[src/rtl/cpu_types_pkg.sv]
// cpu_types_pkg: shared datapath types for the fetch/decode pipeline
package cpu_types_pkg;
    typedef logic [31:0] word_t;
    typedef struct packed {
        word_t npc;
        word_t instr;
    } fq_entry_t;
endpackage

[src/rtl/fetch_queue.sv]
// fetch_queue: DEPTH-entry circular buffer of {npc, instr} decoupling fetch from decode
module fetch_queue
    import cpu_types_pkg::*;
#(
    parameter int DEPTH = 4,
    localparam int PTR_W = $clog2(DEPTH)
) (
    input  logic             CLK,
    input  logic             nRST,
    input  logic             flush,
    input  logic             enq_valid,
    output logic             enq_ready,
    input  word_t            enq_npc,
    input  word_t            enq_instr,
    output logic             deq_valid,
    input  logic             deq_ready,
    output word_t            deq_npc,
    output word_t            deq_instr,
    output logic [PTR_W:0]   count
);
    fq_entry_t        mem [DEPTH];
    fq_entry_t        head;
    logic [PTR_W-1:0] rptr, wptr;
    logic [PTR_W:0]   cnt;
    logic             do_enq, do_deq;
    assign enq_ready = cnt != (PTR_W+1)'(DEPTH);
    assign deq_valid = cnt != '0;
    assign do_enq    = enq_valid && enq_ready && !flush;
    assign do_deq    = deq_valid && deq_ready && !flush;
    // Head is masked so decode never sees stale storage.
    assign head      = deq_valid ? mem[rptr] : '0;
    assign deq_npc   = head.npc;
    assign deq_instr = head.instr;
    assign count     = cnt;
    always_ff @(posedge CLK or negedge nRST) begin
        if (!nRST) begin
            rptr <= '0;
            wptr <= '0;
            cnt  <= '0;
            for (int i = 0; i < DEPTH; i++) mem[i] <= '0;
        end else if (flush) begin
            rptr <= '0;
            wptr <= '0;
            cnt  <= '0;
        end else begin
            if (do_enq) begin
                mem[wptr] <= '{npc: enq_npc, instr: enq_instr};
                wptr      <= wptr + 1'b1;
            end
            if (do_deq) rptr <= rptr + 1'b1;
            if (do_enq != do_deq) cnt <= do_enq ? cnt + 1'b1 : cnt - 1'b1;
        end
    end
endmodule

[config.mk]
export PLATFORM = sky130hd
export DESIGN_NAME = fetch_queue
export DESIGN_NICKNAME = d
export VERILOG_FILES = /design/src/rtl/cpu_types_pkg.sv /design/src/rtl/fetch_queue.sv
export SDC_FILE = /design/constraint.sdc
export NUM_CORES = 1
export LEC_CHECK = 0
export CAP_MARGIN = 40
export CORE_MARGIN = 1
export CORE_UTILIZATION = 48
export CTS_BUF_LIST = sky130_fd_sc_hd__clkbuf_16
export CTS_CLUSTER_SIZE = 8
export DETAILED_ROUTE_END_ITERATION = 16
export DONT_BUFFER_PORTS = 1
export HOLD_SLACK_MARGIN = 0.08
export SLEW_MARGIN = 20
export SYNTH_ARGS = -nofsm -noshare
export SYNTH_HDL_FRONTEND = slang
export SYNTH_SLANG_ARGS = --single-unit
export TNS_END_PERCENT = 30
[constraint.sdc]
create_clock -name CLK -period 2.3 [get_ports CLK]
set_clock_uncertainty 0.1 [all_clocks]
set_input_delay 0.575 -clock CLK [delete_from_list [all_inputs] [get_ports CLK]]
set_output_delay 0.575 -clock CLK [all_outputs]
set_load 0.03 [all_outputs]
==> impl_results.md <==
- Status: finished, violations left
- Failing checks: negative hold slack, negative setup slack
- Post-synth EDFFs: 0
- Post-DRT Antenna Nets: 0
- Commonest non-fill, non-tap cell in the layout: dfrtp_1
- TNS Setup: -25.74 ns
- Global route hottest layer: met2
- Hpwl dp: 15900 microns
- Worst Setup End Kind: primary output
- Peak VDD IR: 1.01 mV
- Vias in the first global route: 7634
- Fin crit period: 2.76 ns
- Die X: 164 microns
- Clock slew at reported path FFs: 0.05 ns
- Port bufs: 0
- Seq cells post-synth: 263
- CP cell instances: buf_12 -> mux4_2 -> and2_4 -> buf_6
- Worst Hold Class: primary input to asynchronous set/reset pin
- Remaining global-route overflow: 0
- GRT Total Usage: 20.8%
- Met3 Usage GRT: about 5%
- CTS H-tree depth: 2
- Avg Cell Area, Syn: 16.9 sq um
- Yosys cell types: 38
- Area growth syn-to-layout: 14.9%
- Avg WL per Cell: 24.0 microns
- Synth warn: 0
- Final hold violations: 263
- N_diodes: 0
- Setup violations, final: 64
- Die ar.: between 20000 and 30000 sq um
- DRC viols: 0
- Fill cell count: 2041
- P_leak: 6.78 nW
- Post-DP Area: approximately 13000 sq um
- Sequential area share after synthesis: between 50% and 60%
- Total iterations of the first detailed-routing run: 4
- Pwr per Cell Area: 1510 nW/um^2
- Min Hold Slack: -0.332 ns
- Syn nets: 822
- Final period util: 120%
- CTS tree: yes
- CP max stage delay: 0.53 ns
- Slew Limit Fails: 0
- GR Layer Usage met2: 35.6%
- Final core occ: a little under three fifths
- Starting Density: 48.7%
- WL final: 27200 microns
- Die Span Y: 164 microns
- Layout cell share with drive strength beyond 1: between 50% and 60%
- Met1 usage: around a quarter
- CP startpoint kind: flop
- Io pins: 138
- Critical Path AT: around 2.1 ns
- Row cnt: 59
- Number of CTS-inserted buffers: 38
- Crit path kind: flop to primary output
- Slew margin rel.: 46.8%
- Most frequent cells in the layout: 259 x dfrtp_1, 120 x mux2_4, 96 x mux2_2
- Core Area: 26000 sq um
- Max Cap Violations: 0
- Largest net degree at the start of global routing: ~260
- Via count: 6518
- Async S/R FF share, synth: 100%
- Drt via density: 5.75
- Initial antenna violation count: 0
- Final worst slack: -0.460 ns
- Clk root buf: clkbuf_16
- Post-Syn Area: 12600 sq um
- Gp weighted congestion: 0.731
- Fmax: roughly 0.36 GHz
- Clock tree buffer depth: 3
- Power after layout: around 22 mW
- Iteration-0 DRC Markers: 284
- # nets final: a little under 900
- Clk Latency, worst-skew pair: 0.50 ns
- Hold-fix buffers at CTS: 1
- Global-route wire length before repair: about 43000 microns
- Post-Syn Instances: 748
- Crit path required time: 1.62 ns
- Main flop type after synthesis: dfrtp_1
- RSZ-0062 raised after global routing: true
- Final Cell Area: 14500 sq um
- CP max stage cell: mux4_2
- Sink Count: between 200 and 300
- CP Max Fanout: 16
- Worst Tran Pin Value: approximately 0.80 ns
==> routing by layer <==
metal	routed length, microns	share of wire (%)
met3	1570	5.8
met5	0	0
met1	11300	41
met2	13900	51
met4	493	1.8
==> final timing paths <==
| check | start | end | slack (ns) | depth (start not counted) |
|---|---|---|---|---|
| min in group CLK | enq_npc[6] | mem[166]$_DFFE_PN0P_ | 0.10 | 1 |
| max reg2reg | count[1]$_DFFE_PN0P_ | count[2]$_DFFE_PN0P_ | 0.23 | 5 |
| max | rptr[0]$_DFFE_PN0P_ | deq_npc[25] | -0.46 | 4 |
| min | nRST | mem[169]$_DFFE_PN0P_ | -0.33 | 0 |
| min reg2reg | mem[115]$_DFFE_PN0P_ | mem[115]$_DFFE_PN0P_ | 0.39 | 1 |
| max in group asynchronous | nRST | mem[192]$_DFFE_PN0P_ | 1.76 | 0 |
==> cells in the mapped netlist (all sizes together), types with 2 or more instances <==
cell,count,area (sq um)
o31ai,3,22.5
xor2,2,17.5
mux4,64,1440
mux2,257,3340
buf,39,440
a21oi,2,10.0
o21ai,3,15.0
and2,64,400
dfrtp,263,6580
clkbuf,12,45.0
nor2,6,22.5
inv,8,32.5
nand3,6,80.1
ha,4,50.1
==> timing repair <==
action | 4_1_cts | 5_1_grt
cloned | 0 | 2
buffers inserted | 0 | 1
setup endpoints to repair | 65 | 65
resized for setup | 105 | 2
endpoints found under the hold margin | 268 | 263
==> state kept, by name, indices dropped and copies added (netlist names) <==
name   count
mem      256
count      3
wptr       2
rptr       2
==> critical path, delay by kind of cell (launching register included) <==
family	cells	cell delay [ns]
mux	1	0.53
flops	1	0.52
buf+inv	2	0.34
simple gates	1	0.18
==> cell families after synthesis <==
| group | count (synthesis) | share of synthesized area (%) |
|---|---|---|
| buffers and inverters | 59 | 4.10 |
| adders and majority gates | 5 | 0.554 |
| muxes | 322 | 37.9 |
| and+or+nand+nor | 81 | 4.31 |
| DFF | 263 | 52.0 |
| xor gates and xnor gates | 2 | 0.139 |
| AOI/OAI and AO/OA | 16 | 0.920 |
==> area by class of cell <==
| cell class | instances | area (sq um) | area share, % |
|---|---|---|---|
| Timing Repair Buffer | 57 | 752 | 5.18 |
| Clock buffer | 41 | 1030 | 7.06 |
| Inverter | 8 | 32.5 | 0.224 |
| Tap cell | 335 | 419 | 2.89 |
| Multi-Input combinational cell | 426 | 5690 | 39.2 |
| Sequential cell | 263 | 6590 | 45.4 |
| Clock inverter | 3 | 11.3 | 0.0775 |
==> stage by stage <==
stage                     worst slack, ns  cells
after global routing               -0.523   1133
final                              -0.460   1133
after detailed placement           0.0363   1085
after floorplan                   -0.0182    748
after CTS                          -0.486   1130
after global placement             0.0474   1085
==> report_power, final <==
group / leakage [nW] / internal, mW / total (mW) / switching [mW]
combinational: 2.95 / 5.21 / 9.45 / 4.24
sequential: 3.31 / 6.55 / 7.60 / 1.06
clock: 0.521 / 3.10 / 4.93 / 1.84
No activity file was read; power rests on OpenSTA's default activity.
